--- config.mk ---
export PLATFORM = sky130hd
export DESIGN_NAME = vga_timing_gen
export DESIGN_NICKNAME = d
export VERILOG_FILES = /design/src/rtl/vga_timing_gen.sv
export SDC_FILE = /design/constraint.sdc
export NUM_CORES = 1
export LEC_CHECK = 0
export ABC_CLOCK_PERIOD_IN_PS = 8210
export CORE_UTILIZATION = 25
export CTS_BUF_LIST = sky130_fd_sc_hd__clkbuf_2 sky130_fd_sc_hd__clkbuf_4 sky130_fd_sc_hd__clkbuf_8
export CTS_CLUSTER_DIAMETER = 100
export DETAILED_ROUTE_END_ITERATION = 12
export RECOVER_POWER = 100
export SETUP_SLACK_MARGIN = 0.15
export SLEW_MARGIN = 20
export SYNTH_ARGS = -nofsm -noshare
export SYNTH_HDL_FRONTEND = slang
export SYNTH_SLANG_ARGS = --single-unit
--- constraint.sdc ---
create_clock -name clk -period 8.21 [get_ports clk]
set_input_delay 1.2315 -clock clk [delete_from_list [all_inputs] [get_ports clk]]
set_output_delay 1.2315 -clock clk [all_outputs]
set_load 0.03 [all_outputs]
--- src/rtl/vga_timing_gen.sv ---
// vga_timing_gen
//   Parametrised VGA raster timing generator. Divides clk down to a pixel
//   tick, runs the horizontal/vertical raster counters, and produces
//   syncs, display enable, line/frame strobes, NES-space coordinates and a
//   line-fetch request one line ahead of display.
//
// Ports
//   clk          system clock
//   rst          asynchronous active-high reset
//   en           run enable; low freezes divider, counters and syncs
//   pix_en       pixel tick, one clk wide
//   h_count      horizontal position 0..H_TOTAL-1
//   v_count      vertical position 0..V_TOTAL-1
//   h_sync       horizontal sync (polarity per SYNC_ACTIVE_HIGH)
//   v_sync       vertical sync (polarity per SYNC_ACTIVE_HIGH)
//   video_on     inside the visible area
//   line_start   first pixel tick of each line
//   frame_start  first pixel tick of each frame
//   nes_x        h_count >> SCALE_SHIFT
//   nes_y        v_count >> SCALE_SHIFT
//   fetch_req    one-clk request to fill the line buffer for fetch_row
//   fetch_row    NES row to fetch, held until the next request

module vga_timing_gen #(
    parameter int CLK_DIV          = 4,
    parameter int CW               = 10,
    parameter int H_DISPLAY        = 512,
    parameter int H_FRONT          = 80,
    parameter int H_SYNC           = 96,
    parameter int H_BACK           = 112,
    parameter int V_DISPLAY        = 480,
    parameter int V_FRONT          = 24,
    parameter int V_SYNC           = 2,
    parameter int V_BACK           = 24,
    parameter int SYNC_ACTIVE_HIGH = 1,
    parameter int SCALE_SHIFT      = 1
) (
    input  logic          clk,
    input  logic          rst,
    input  logic          en,
    output logic          pix_en,
    output logic [CW-1:0] h_count,
    output logic [CW-1:0] v_count,
    output logic          h_sync,
    output logic          v_sync,
    output logic          video_on,
    output logic          line_start,
    output logic          frame_start,
    output logic [CW-1:0] nes_x,
    output logic [CW-1:0] nes_y,
    output logic          fetch_req,
    output logic [CW-1:0] fetch_row
);

    localparam int H_TOTAL = H_DISPLAY + H_FRONT + H_SYNC + H_BACK;
    localparam int V_TOTAL = V_DISPLAY + V_FRONT + V_SYNC + V_BACK;
    localparam int DW      = (CLK_DIV > 1) ? $clog2(CLK_DIV) : 1;

    localparam logic [DW-1:0] DIV_LAST = DW'(CLK_DIV - 1);
    localparam logic [CW-1:0] H_LAST   = CW'(H_TOTAL - 1);
    localparam logic [CW-1:0] V_LAST   = CW'(V_TOTAL - 1);
    localparam logic [CW-1:0] H_VIS    = CW'(H_DISPLAY);
    localparam logic [CW-1:0] V_VIS    = CW'(V_DISPLAY);
    localparam logic [CW-1:0] HS_START = CW'(H_DISPLAY + H_FRONT);
    localparam logic [CW-1:0] HS_STOP  = CW'(H_DISPLAY + H_FRONT + H_SYNC);
    localparam logic [CW-1:0] VS_START = CW'(V_DISPLAY + V_FRONT);
    localparam logic [CW-1:0] VS_STOP  = CW'(V_DISPLAY + V_FRONT + V_SYNC);
    // Low SCALE_SHIFT bits of a row; all-zero marks the first display line
    // of each NES row. With SCALE_SHIFT=0 the mask is empty and every line
    // qualifies.
    localparam logic [CW-1:0] ROW_MASK = CW'((1 << SCALE_SHIFT) - 1);
    localparam logic          SYNC_ON  = (SYNC_ACTIVE_HIGH != 0);

    logic [DW-1:0] div_cnt;
    logic          h_last;
    logic          v_last;
    logic [CW-1:0] h_next;
    logic [CW-1:0] v_next;
    logic [CW-1:0] nv;
    logic          fetch_hit;

    // ---------------- pixel divider ----------------
    always_ff @(posedge clk or posedge rst) begin
        if (rst) begin
            div_cnt <= '0;
        end else if (en) begin
            div_cnt <= (div_cnt == DIV_LAST) ? '0 : div_cnt + DW'(1);
        end
    end

    // rst is included so that CLK_DIV=1 (div_cnt stuck at 0) still shows no
    // tick while reset is held.
    assign pix_en = en && !rst && (div_cnt == DIV_LAST);

    // ---------------- next-count decode ----------------
    always_comb begin
        h_last = (h_count == H_LAST);
        v_last = (v_count == V_LAST);
        nv     = v_last ? '0 : v_count + CW'(1);
        h_next = h_last ? '0 : h_count + CW'(1);
        v_next = h_last ? nv : v_count;
    end

    // ---------------- counters and syncs ----------------
    // Syncs are decoded from the next counts so they change on the same
    // edge as h_count/v_count.
    always_ff @(posedge clk or posedge rst) begin
        if (rst) begin
            h_count <= '0;
            v_count <= '0;
            h_sync  <= ~SYNC_ON;
            v_sync  <= ~SYNC_ON;
        end else if (pix_en) begin
            h_count <= h_next;
            v_count <= v_next;
            h_sync  <= (h_next >= HS_START && h_next < HS_STOP) ? SYNC_ON : ~SYNC_ON;
            v_sync  <= (v_next >= VS_START && v_next < VS_STOP) ? SYNC_ON : ~SYNC_ON;
        end
    end

    // ---------------- combinational outputs ----------------
    assign video_on    = (h_count < H_VIS) && (v_count < V_VIS);
    assign line_start  = pix_en && (h_count == '0);
    assign frame_start = line_start && (v_count == '0);
    assign nes_x       = h_count >> SCALE_SHIFT;
    assign nes_y       = v_count >> SCALE_SHIFT;

    // ---------------- line fetch ----------------
    // Requested on the last tick of the preceding line, so the buffer for
    // row 0 is requested at the end of line V_TOTAL-1.
    assign fetch_hit = pix_en && h_last && (nv < V_VIS) && ((nv & ROW_MASK) == '0);

    always_ff @(posedge clk or posedge rst) begin
        if (rst) begin
            fetch_req <= 1'b0;
            fetch_row <= '0;
        end else begin
            fetch_req <= fetch_hit;
            if (fetch_hit) begin
                fetch_row <= nv >> SCALE_SHIFT;
            end
        end
    end

endmodule

==> impl_metrics.json <==
{
  "crit_fanout": 12,
  "skew_ns": 0.00988,
  "gp_congestion": 0.816,
  "drc_errors": 2,
  "clock_path_buffers": 2,
  "wl_per_cell_um": 14.1,
  "post_cts_buffers": 0,
  "ys_seq_elements": 34,
  "sw_frac_of_total": 0.346,
  "diodes": 0,
  "viasPerCell": 4.89,
  "finalHoldViolations": 0,
  "comb_power_share": 0.243,
  "outcome": "finished with violations",
  "die_w_um": 98.2,
  "crit_arrival_ns": 5.39,
  "dieArea_mm2": 0.00964,
  "ctsHoldBuffers": 0,
  "r2r-start": "h_count[0]$_DFFE_PP0P_",
  "synth_common_cells": "dfrtp_1 (34), nand2_1 (24), buf_4 (21)",
  "max_slew_margin": -0.230,
  "setup_violations": 0,
  "vias": 1912,
  "die_h_um": 98.2,
  "synth_flop_cell": "dfrtp_1",
  "cp-start-kind": "input pin",
  "async_reset_ff_frac": 1.00,
  "cts_root_buffer": "clkbuf_8",
  "powerDensity_mw_per_mm2": 157,
  "hp-class": "reg2reg",
  "criticalPathCategory": "in2reg",
  "boundaryPins": 60,
  "track_usage": 0.124,
  "fin_crit_ns": 5.23,
  "cts_buffers": 5,
  "yosysTopAreaCellShare": 0.368,
  "yosys_warnings": 0,
  "seq_area_frac_synth": 0.368,
  "antenna_found_initial": 0,
  "grt_pass1_vias": 1888,
  "drv_cap": 2,
  "switchingPower_uw": 154,
  "pwr-share-seq": 0.460,
  "period_share": 0.636,
  "synth_cells": 253,
  "yosysMostFrequentCell": "dfrtp_1",
  "ant_nets": 0,
  "hp-start": "div_cnt[0]$_DFFE_PP0P_",
  "worst_pin_slew_ns": 1.84,
  "path_clk_slew_ns": 0.07,
  "ir_worst_vdd_uv": 66.7,
  "violations": "design-rule violations, max-capacitance violations, max-slew violations",
  "synth_edf_count": 0,
  "h-tree-depth": 2,
  "pwr-share-clk": 0.296,
  "drive_gt1_frac": 0.0919,
  "grt_first_pass_wirelength_mm": 9.55,
  "cts_tree": "built",
  "layout.nets": 291,
  "start_util": 0.261,
  "clock_latency_ns": 0.29,
  "numPortBuffers": 56,
  "ctsResizeCount": 0,
  "internal_power_uw": 292,
  "firstDrtPassIters": 9,
  "synthTopCellsByArea": "dfrtp_1 (37%), buf_4 (6.8%), xnor2_1 (4.5%)",
  "grt_max_degree": 35,
  "endpoint_kind": "flip-flop",
  "netlist_area_mm2": 0.00231,
  "tns_ns": 0,
  "syn2layout_area_growth_pct": 22.9,
  "grt_overflow_total": 0,
  "synth_area_leader_cell": "dfrtp_1",
  "rows": 34,
  "rsz0062_at_grt": "no",
  "drv_slew": 35,
  "clock-sinks": 34,
  "hpwl_mm": 4.01,
  "core_mm2": 0.00885,
  "drtIter0Drc": 77,
  "postRouteWirelength_mm": 5.51,
  "p_leak_uw": 0.00128,
  "worstSetupStartpoint": "rst",
  "worstPathRequired_ns": 8.38,
  "timing.hold.ws_ns": 0.487,
  "syn_avg_cell_area_um2": 9.14,
  "synth_cell_types": 55,
  "fmax_mhz": 191
}
[metrics by stage]
step | setup slack, ns | area, µm² | util | power (µW) | std cells
floorplan | 4.00 | 2320 | - | 289 | 255
global placement | 3.46 | 2780 | 0.314 | 323 | 383
detailed placement | 3.39 | 2780 | 0.314 | 326 | 383
CTS | 3.39 | 2880 | 0.325 | 460 | 391
global route | 2.43 | 2840 | 0.321 | 473 | 391
finish | 2.98 | 2840 | 0.321 | 446 | 391
[routing by layer]
metal,part of all wire,wire length (µm),vias up,global-route usage
li1,-,-,936,-
met1,0.50,2740,908,0.172
met2,0.44,2420,61,0.192
met3,0.054,296,7,0.0308
met4,0.0094,52,0,0.0299
met5,0,0,-,0
[sequential cells by signal, indices dropped and copies added, names as in the netlist]
register / cells
h_count: 10
h_sync: 1
fetch_req: 1
v_count: 10
div_cnt: 2
v_sync: 1
fetch_row: 9
[cell families after synthesis]
| group | count (synthesis) | synth area share |
|---|---|---|
| flip-flops | 34 | 0.368 |
| other | 1 | 0.00162 |
| AND/OR/NAND/NOR | 85 | 0.199 |
| AO/OA/AOI/OAI | 54 | 0.176 |
| XOR/XNOR | 16 | 0.0606 |
| multiplexers | 8 | 0.0384 |
| buffers and inverters | 49 | 0.124 |
| adder cells (fa/ha/maj) | 6 | 0.0324 |
[power by group through the flow]
stage	registers, µW	logic, µW	clock network, µW
after CTS	207	116	137
final	206	109	132
after floorplan	211	78.0	0
after detailed placement	210	116	0
after global routing	210	120	144
after global placement	209	114	0
[final cells by class]
class	count	area, µm²
multi-input combinational	172	1150
timing repair buffer	57	564
clock buffer	7	90.1
tap	108	135
fill	943	6010
clock inverter	1	5.00
sequential	34	851
inverter	12	45.0
[cell usage in the layout (no fill, tap or decap), drive strengths merged, types with 3 or more instances in the layout]
| master | synthesis | routed |
|---|---|---|
| xnor2 | 12 | 12 |
| nand2 | 24 | 24 |
| nor3 | 7 | 7 |
| dfrtp | 34 | 34 |
| a211oi | 3 | 3 |
| dlygate4sd3 | 0 | 56 |
| nor2b | 3 | 3 |
| mux2 | 7 | 7 |
| or2 | 3 | 3 |
| inv | 11 | 11 |
| o21ai | 13 | 13 |
| o22a | 4 | 4 |
| nand4 | 3 | 3 |
| nor2 | 19 | 19 |
| conb | 1 | 3 |
| xor2 | 4 | 4 |
| a21oi | 6 | 6 |
| a311oi | 5 | 5 |
| clkbuf | 13 | 8 |
| ha | 6 | 6 |
| o31ai | 8 | 8 |
| nand3 | 6 | 6 |
[final timing paths]
check,to,slack [ns],cells after the start
setup / recovery,fetch_row[1]$_DFFE_PP0P_,2.98,6
setup reg to reg,fetch_row[1]$_DFFE_PP0P_,3.73,6
min in group asynchronous,div_cnt[1]$_DFFE_PP0P_,2.06,3
hold reg to reg,div_cnt[0]$_DFFE_PP0P_,0.49,1
hold / removal,div_cnt[0]$_DFFE_PP0P_,0.49,1
max in group asynchronous,fetch_row[2]$_DFFE_PP0P_,5.09,3
[critical path, cell delays in order]
cell	delay, ns
dlygate4sd3_1	0.54
nand3b_1	0.43
nor4_1	1.32
o21ai_0	0.51
a311oi_1	0.93
mux2_2	0.42
(Power assumes the default switching activity.)
